### config.mk
export PLATFORM = sky130hd
export DESIGN_NAME = demux_1to8_buffered
export DESIGN_NICKNAME = d
export VERILOG_FILES = /design/src/rtl/demux_1to8_buffered_pkg.sv /design/src/rtl/demux_slot.sv /design/src/rtl/demux_1to8_buffered.sv
export SDC_FILE = /design/constraint.sdc
export NUM_CORES = 1
export LEC_CHECK = 0
export ABC_AREA = 1
export ABC_CLOCK_PERIOD_IN_PS = 5400
export CAP_MARGIN = 20
export CELL_PAD_IN_SITES_DETAIL_PLACEMENT = 2
export CELL_PAD_IN_SITES_GLOBAL_PLACEMENT = 2
export CORE_MARGIN = 2
export CORE_UTILIZATION = 26
export CTS_BUF_LIST = sky130_fd_sc_hd__clkbuf_4
export DETAILED_ROUTE_END_ITERATION = 10
export GPL_ROUTABILITY_DRIVEN = 1
export PLACE_DENSITY_LB_ADDON = 0.2
export RECOVER_POWER = 100
export SLEW_MARGIN = 30
export SYNTH_ARGS = -nofsm -noshare
export SYNTH_HDL_FRONTEND = slang
export SYNTH_SLANG_ARGS = --single-unit
### constraint.sdc
create_clock -name clk -period 5.4 [get_ports clk]
set_clock_uncertainty 0.1 [all_clocks]
set_input_delay 0.54 -clock clk [delete_from_list [all_inputs] [get_ports clk]]
set_output_delay 0.54 -clock clk [all_outputs]
set_load 0.005 [all_outputs]
### src/rtl/demux_1to8_buffered_pkg.sv
// demux_1to8_buffered_pkg: shared slot count, select/occupancy widths and slot slice offset helper
package demux_1to8_buffered_pkg;
  localparam int NUM_SLOTS = 8;
  localparam int SLT_W = 3;
  localparam int OCC_W = 4;
  function automatic int slot_lo(input int k, input int w);
    return k * w;
  endfunction
endpackage

### src/rtl/demux_slot.sv
// demux_slot: one-word holding register (clk, reset, flush, load/din in, ready drain, valid/data out); refill wins over drain
module demux_slot #(
  parameter int width = 32
) (
  input  logic             clk,
  input  logic             reset,
  input  logic             flush,
  input  logic             load,
  input  logic             ready,
  input  logic [width-1:0] din,
  output logic             valid,
  output logic [width-1:0] data
);
  always_ff @(posedge clk) begin
    if (reset) begin
      valid <= 1'b0;
      data  <= '0;
    end else if (flush) begin
      valid <= 1'b0;
    end else if (load) begin
      valid <= 1'b1;
      data  <= din;
    end else if (valid && ready) begin
      valid <= 1'b0;
    end
  end
endmodule

### src/rtl/demux_1to8_buffered.sv
// demux_1to8_buffered: 1:8 valid/ready distributor (in_valid/in_slt/in_data/in_ready in, eight out_valid/out_data/out_ready slots, registered occupancy)
module demux_1to8_buffered
  import demux_1to8_buffered_pkg::*;
#(
  parameter int width = 32
) (
  input  logic                       clk,
  input  logic                       reset,
  input  logic                       flush,
  input  logic                       in_valid,
  input  logic [SLT_W-1:0]           in_slt,
  input  logic [width-1:0]           in_data,
  output logic                       in_ready,
  output logic [NUM_SLOTS-1:0]       out_valid,
  output logic [NUM_SLOTS*width-1:0] out_data,
  input  logic [NUM_SLOTS-1:0]       out_ready,
  output logic [OCC_W-1:0]           occupancy
);
  logic [NUM_SLOTS-1:0] load;
  logic [NUM_SLOTS-1:0] nxt_valid;
  assign in_ready = ~out_valid[in_slt] | out_ready[in_slt];
  for (genvar k = 0; k < NUM_SLOTS; k++) begin : g_slot
    assign load[k] = in_valid & in_ready & (in_slt == SLT_W'(k));
    demux_slot #(.width(width)) u_slot (
      .clk   (clk),
      .reset (reset),
      .flush (flush),
      .load  (load[k]),
      .ready (out_ready[k]),
      .din   (in_data),
      .valid (out_valid[k]),
      .data  (out_data[slot_lo(k, width) +: width])
    );
  end
  assign nxt_valid = (reset | flush) ? '0 : load | (out_valid & ~out_ready);
  always_ff @(posedge clk) occupancy <= OCC_W'($countones(nxt_valid));
endmodule

After elaboration in Yosys (flattened, before gate mapping):

Index checks and enable logic that the tools add are counted.

* flip-flop bits (word level): 268
* latch bits: 0
* bits in writable memories: 0
* memory bits (read-only): 0
* input port bits: 47
* logic and storage cells: 95
* memories kept: 0

* $add $sub $neg: 7
* $mul: 0
* divide/modulo/power cells: 0
* $lt $le $gt $ge: 1
* eq/ne operators: 7
* shift-type cells: 0
* muxes and demuxes: 21
* bitwise gates (word level): 16
* reduce and logical (&&, ||, !) cells: 26

Operator list (count)
* 1-bit 2-to-1 mux: 18
* 2-bit AND reduction: 8
* 2-bit nonzero test: 8
* 3-bit equality test, second input constant: 4
* 1-bit bitwise AND: 9
* 1-bit by 1-bit adder with 2-bit output: 4
* 8-bit bitwise AND: 1
* 1-bit logical AND: 8
* 8-bit 2-to-1 mux: 1
* 8-bit inverter: 1
* 8-bit OR: 1
* 2-bit by 2-bit adder with 3-bit output: 2
* 1-bit binary-select mux with 3-bit select: 2
* 3-bit by 2-bit equality test with 1-bit output, second input constant: 2
* 3-bit by 3-bit adder with 4-bit output: 1
* 3-bit by 4-bit less-than comparator with 1-bit output, second input constant: 1
* 3-bit by 1-bit equality test with 1-bit output, second input constant: 1
* 3-bit logical NOT: 1
* 1-bit inverter: 2
* 1-bit OR: 2
* 2-bit OR reduction: 1

Logic depth before layout (Yosys ltp):

* depth after elaboration: 11
* depth in mapped cells: 17
* depth with buffers taken out: 17

Hierarchy:

From an unflattened synthesis, not the netlist that was laid out.

* cells, all modules: 1828
* area, all modules: 12037.8 um2

By module, submodules not included
* demux_slot: times used 8, cells each 214, area an instance 1422.6 um2, sequential area each 660.6 um2
* demux_1to8_buffered: times used 1, cells each 116, area an instance 656.9 um2, sequential area each 80.1 um2

Worst setup path after synthesis:

No wires, ideal clock.

* kind: in2reg
* start: in flush
* end: reg occupancy[2]
* setup time: 0.119 ns
* arrival: 3.758 ns
* setup slack: 1.424 ns
* stages on the path: 14
* path buffers: 2
* path through: buf_2 -> nor2_1 -> inv_1 -> clkbuf_1 -> a21oi_1 -> fa_1 -> inv_1 -> fa_1 -> inv_1 -> fa_1 -> ha_1 -> inv_1 -> fa_1 -> xnor2_1

* word-level cells in the longest chain between the ends: 5
* elaborated cells between the ends (all ways): 9
* classes of those cells: add/sub: 7; mux: 1; bitwise: 1

RTL lines
* start, declared: line demux_1to8_buffered.sv:9 `input logic flush,`
* 1-bit OR (*): line demux_1to8_buffered.sv:35 `assign nxt_valid = (reset | flush) ? '0 : load | (out_valid & ~out_ready);`
* 8-bit 2-to-1 mux (*): line demux_1to8_buffered.sv:35
* 1-bit by 1-bit adder with 2-bit output (implied by the code): line demux_1to8_buffered.sv:36 `always_ff @(posedge clk) occupancy <= OCC_W'($countones(nxt_valid));`
* 2-bit by 2-bit adder with 3-bit output (implied by the code): line demux_1to8_buffered.sv:36
* 3-bit by 3-bit adder with 4-bit output (implied by the code) (*): line demux_1to8_buffered.sv:36
* end signal, assigned: line demux_1to8_buffered.sv:36
* end, declared: line demux_1to8_buffered.sv:17 `output logic [OCC_W-1:0] occupancy`

Mark *: on every way between the ends. The rest lies on a longest branch, timed or not.
A chain may end at the register's enable or synchronous reset.

Worst setup path in the final report:

* start: in in_slt[0]
* end: reg g_slot[5].u_slot.data[30]

* word-level cells in the longest chain between the ends: 7
* elaborated cells between the ends (all ways): 10
* classes of those cells: eq/ne: 1; mux: 4; bitwise: 4; reduce/logical: 1

RTL lines
* start, declared: line demux_1to8_buffered.sv:11 `input logic [SLT_W-1:0] in_slt,`
* 1-bit binary-select mux with 3-bit select: line demux_1to8_buffered.sv:21 `assign in_ready = ~out_valid[in_slt] | out_ready[in_slt];`
* 1-bit 2-to-1 mux (implied by the code): line demux_1to8_buffered.sv:21
* 1-bit inverter: line demux_1to8_buffered.sv:21
* 1-bit OR: line demux_1to8_buffered.sv:21
* 1-bit bitwise AND: line demux_1to8_buffered.sv:23 `assign load[k] = in_valid & in_ready & (in_slt == SLT_W'(k));`
* 1-bit bitwise AND (*): line demux_1to8_buffered.sv:23
* 2-bit AND reduction (no source line) (*)
* end signal, assigned: line demux_slot.sv:22 `data <= din;`
* end, declared: line demux_slot.sv:12 `output logic [width-1:0] data`

Mark *: on every way between the ends. The rest lies on a longest branch, timed or not. The select of a mux whose other input is x is not followed.

==> results.txt <==
* Proportion of netlist area held by the largest area contributor: 48.6%
- Status: finished with violations
- Headroom to the max-slew limit came out at -53.6%.
- In the routed layout, each cell is associated on average with a via count of 4.69.
* Part of the Yosys area used for sequential elements: 48.6%
- The via count of the first global-routing pass is 12044.
- Worst setup path category: in2reg
- Internal Pwr Total: 0.00316 W
- Sw Ratio: 27.6%
- # hold bufs at CTS: 0
- The initial utilization of the core area, before any placement, comes to 26.3%.
* Half-perimeter wire length of the detailed placement result: 32400 microns
- Global routing finished with a remaining overflow of 0.
- The first global-routing pass estimated 71900 microns of wire.
- The tightest hold path in the finished design has a slack of 0.372 ns.
- In this run the post-CTS setup repair buffer count came out at 0.
* Number of I/O pins: 316
- The longest clock path from root to sink contains 3 buffers.
- Count of buffers inserted at the top-level ports: 315
- Power density relative to cell area: 285 nW/um^2
* Period minus WS final: 4.59 ns
* Share of power burned in registers: 46.9%
- After detailed routing, the total wire length is 47700 microns.
* Gr usage total: 21.5%
- After synthesis the netlist holds a flip-flop and latch count of 268.
- TritonCTS clock tree: built
- The worst path meets setup with 0.813 ns of slack.
* Die Wd: 210 microns
- The die covers 44100 sq um.
- Gate count of the mapped netlist: 1560
- Ys Warns: 0
* Largest fanout on the critical path: 108
- Via count: 11459
- Iteration-0 DRC count of the detailed router: 409
- Ranking of synthesized cells by area: sky130_fd_sc_hd__dfxtp_1 (49%), sky130_fd_sc_hd__nor2_1 (18%), sky130_fd_sc_hd__nand2_1 (14%)
- Clock-pin slew was measured on the worst setup and hold paths at 0.06 ns.
* TNS Setup: 0 ns
* Final hold violation count: 0
- Summing every instance area after synthesis gives 11000 sq um.
* Hold/Removal Path Class: reg2reg
- Highest-count cells in the layout ignoring fill and taps: sky130_fd_sc_hd__nor2_1 (523), sky130_fd_sc_hd__nand2_1 (412), sky130_fd_sc_hd__dlygate4sd3_1 (270)
- Leak pwr: 7.04 nW
- Across the run, the number of max-cap violations was 4.
* Power share of the combinational group: 9.7%
- After the flow finishes, the layout carries non-filler instances totaling 2442.
- The number of antenna violations at the first check in global routing is 2.
- Actual transition at the worst max-transition pin: 2.30 ns
* Max rail drop VDD: 0.113 mV
- Post-placement worst setup slack: 0.380 ns
- Nets in the synthesized netlist: 1614
* Total number of nets in the final design: 1912
* Mean instance size in the synthesized netlist: 7.08 sq um
- Quantity of gates resized following cts: 0
- The die is 210 microns tall.
* Proportion of layout cells with a drive suffix above 1: 7.89%
* Total placed cells including tap cells: 2312
* Count of antenna-violating nets left after detailed routing: 0
- STA puts the critical path data required time at 5.93 ns.
- Unrepaired setup endpoints after global routing: false
* FP Rows: 75
- The library cell used most frequently in the layout, excluding fill and tap cells, is sky130_fd_sc_hd__nor2_1.
* P&R area growth vs syn: 38.4%
- Number of sinks handled by clock tree synthesis: 268
- The checks that failed: max-capacitance violations, max-slew violations.
- The H-tree was split into 3 levels.
- Combined area of the multi-input logic cells: 4720 sq um
- In the final routed layout, each cell accounts on average for 19.5 microns.
* P_sw: 0.00121 W
* Count of fill cells added during filler insertion: 4923
* Period Utilization, post-route: 84.9%
* Drc violations: 0
- Number of distinct library cell variants in the gate-level netlist after synthesis: 23
- The first TritonRoute pass finished after 4 iterations.
- Clock buffer count from CTS: 82
* Total area of sequential cells: 5370 sq um
- Root Driver: sky130_fd_sc_hd__clkbuf_4
* Clock latency reported for the late side of the worst-skew pair: 0.73 ns
* Cell taking the most area after synthesis: sky130_fd_sc_hd__dfxtp_1
- F_max: 218 MHz
* Largest net degree at the start of global routing: 109
* Final Setup Violations: 0
- Clock share of power: 43.4%
- The max-slew violation count was 121.
* Crit. End Element: flip-flop
* WP data arrival: 5.12 ns
- At the end of routability-driven placement, the weighted congestion stood at 0.803.
- The floorplan step defined a core boundary enclosing 41900 sq um.
- Startpoint types: input port
==> power groups by stage <==
stage	clock, W	combinational, W	sequential, W
2_1_floorplan	0	0.000225	0.00209
3_3_place_gp	0	0.000438	0.00209
3_5_place_dp	0	0.000451	0.00209
4_1_cts	0.00199	0.000453	0.00205
5_1_grt	0.00209	0.000469	0.00205
6_report	0.00189	0.000423	0.00204
==> Yosys cell counts <==
cell,count
sky130_fd_sc_hd__inv_1,59
sky130_fd_sc_hd__nand4_1,132
sky130_fd_sc_hd__nand3_4,1
sky130_fd_sc_hd__o21ai_0,4
sky130_fd_sc_hd__dfxtp_1,268
sky130_fd_sc_hd__nor2_1,522
sky130_fd_sc_hd__buf_4,25
sky130_fd_sc_hd__nor2_4,4
sky130_fd_sc_hd__nand2_1,412
sky130_fd_sc_hd__or2_2,1
sky130_fd_sc_hd__buf_1,27
sky130_fd_sc_hd__xnor2_1,1
sky130_fd_sc_hd__nor2_2,7
sky130_fd_sc_hd__inv_2,1
sky130_fd_sc_hd__nand4_2,4
sky130_fd_sc_hd__buf_6,21
sky130_fd_sc_hd__fa_1,4
sky130_fd_sc_hd__ha_1,3
sky130_fd_sc_hd__nand2_2,1
sky130_fd_sc_hd__clkbuf_1,29
sky130_fd_sc_hd__a21oi_1,13
sky130_fd_sc_hd__buf_2,15
sky130_fd_sc_hd__nand3_1,6
==> registers in the layout, indices dropped and copies added, names as in the netlist <==
register / count
g_slot.u_slot.valid: 8
occupancy: 4
g_slot.u_slot.data: 256
==> critical path, stage by stage <==
cell and delay [ns]:
sky130_fd_sc_hd__dlygate4sd3_1 0.69, sky130_fd_sc_hd__inv_1 0.19, sky130_fd_sc_hd__nand2_1 0.17, sky130_fd_sc_hd__nor2_1 0.16, sky130_fd_sc_hd__nor2_2 0.05, sky130_fd_sc_hd__nand3_1 0.29
sky130_fd_sc_hd__nand2_1 0.19, sky130_fd_sc_hd__nor2_1 1.10, sky130_fd_sc_hd__clkbuf_4 1.19, sky130_fd_sc_hd__nand4_1 0.28, sky130_fd_sc_hd__nand2_1 0.15, sky130_fd_sc_hd__nor2_1 0.05
==> area by class of cell <==
type                    count  share of cell area, %
diodes                      1                 0.0164
clock inverters            10                  0.254
repair buffers            331                   21.9
inverters                  60                   1.56
well taps                 539                   4.41
flip-flops and latches    268                   35.1
clock buffers             118                   5.80
multi-input cells        1115                   30.9
==> stage by stage <==
stage                     util, %  total power, W  cell area, sq um
after floorplan                 -         0.00231             11000
after global placement       34.2         0.00253             14300
after detailed placement     34.4         0.00254             14400
after CTS                    36.6         0.00449             15300
after global routing         36.4         0.00461             15300
final                        36.4         0.00436             15300
==> logic make-up (layout without fill, tap and decap cells) <==
group | count (synthesis) | count (layout) | share of synthesized area (%)
and+or+nand+nor | 1090 | 1090 | 41.0
DFF | 268 | 268 | 48.6
buffers and inverters | 177 | 519 | 8.46
AOI/OAI and AO/OA | 17 | 17 | 0.771
adders and majority gates | 7 | 7 | 1.07
xor gates and xnor gates | 1 | 1 | 0.0793
other | 0 | 1 | 0
==> metal layers <==
metal,track usage (%),part of all wire [%],up-vias
met2,37.5,49,296
met4,7.12,2.1,0
met3,5.04,5.5,63
li1,-,-,5495
met1,26.0,43,5605
met5,0,0,-
==> final timing paths <==
| check | from | endpoint | slack [ns] | cells after the start |
|---|---|---|---|---|
| setup reg to reg | g_slot[0].u_slot.valid | g_slot[5].u_slot.data[30] | 1.31 | 11 |
| hold / removal | g_slot[1].u_slot.data[23] | g_slot[1].u_slot.data[23] | 0.37 | 2 |
| setup / recovery | in_slt[0] | g_slot[5].u_slot.data[30] | 0.81 | 12 |
| hold reg to reg | g_slot[1].u_slot.data[23] | g_slot[1].u_slot.data[23] | 0.37 | 2 |
No activity file was read; power rests on OpenSTA's default activity.
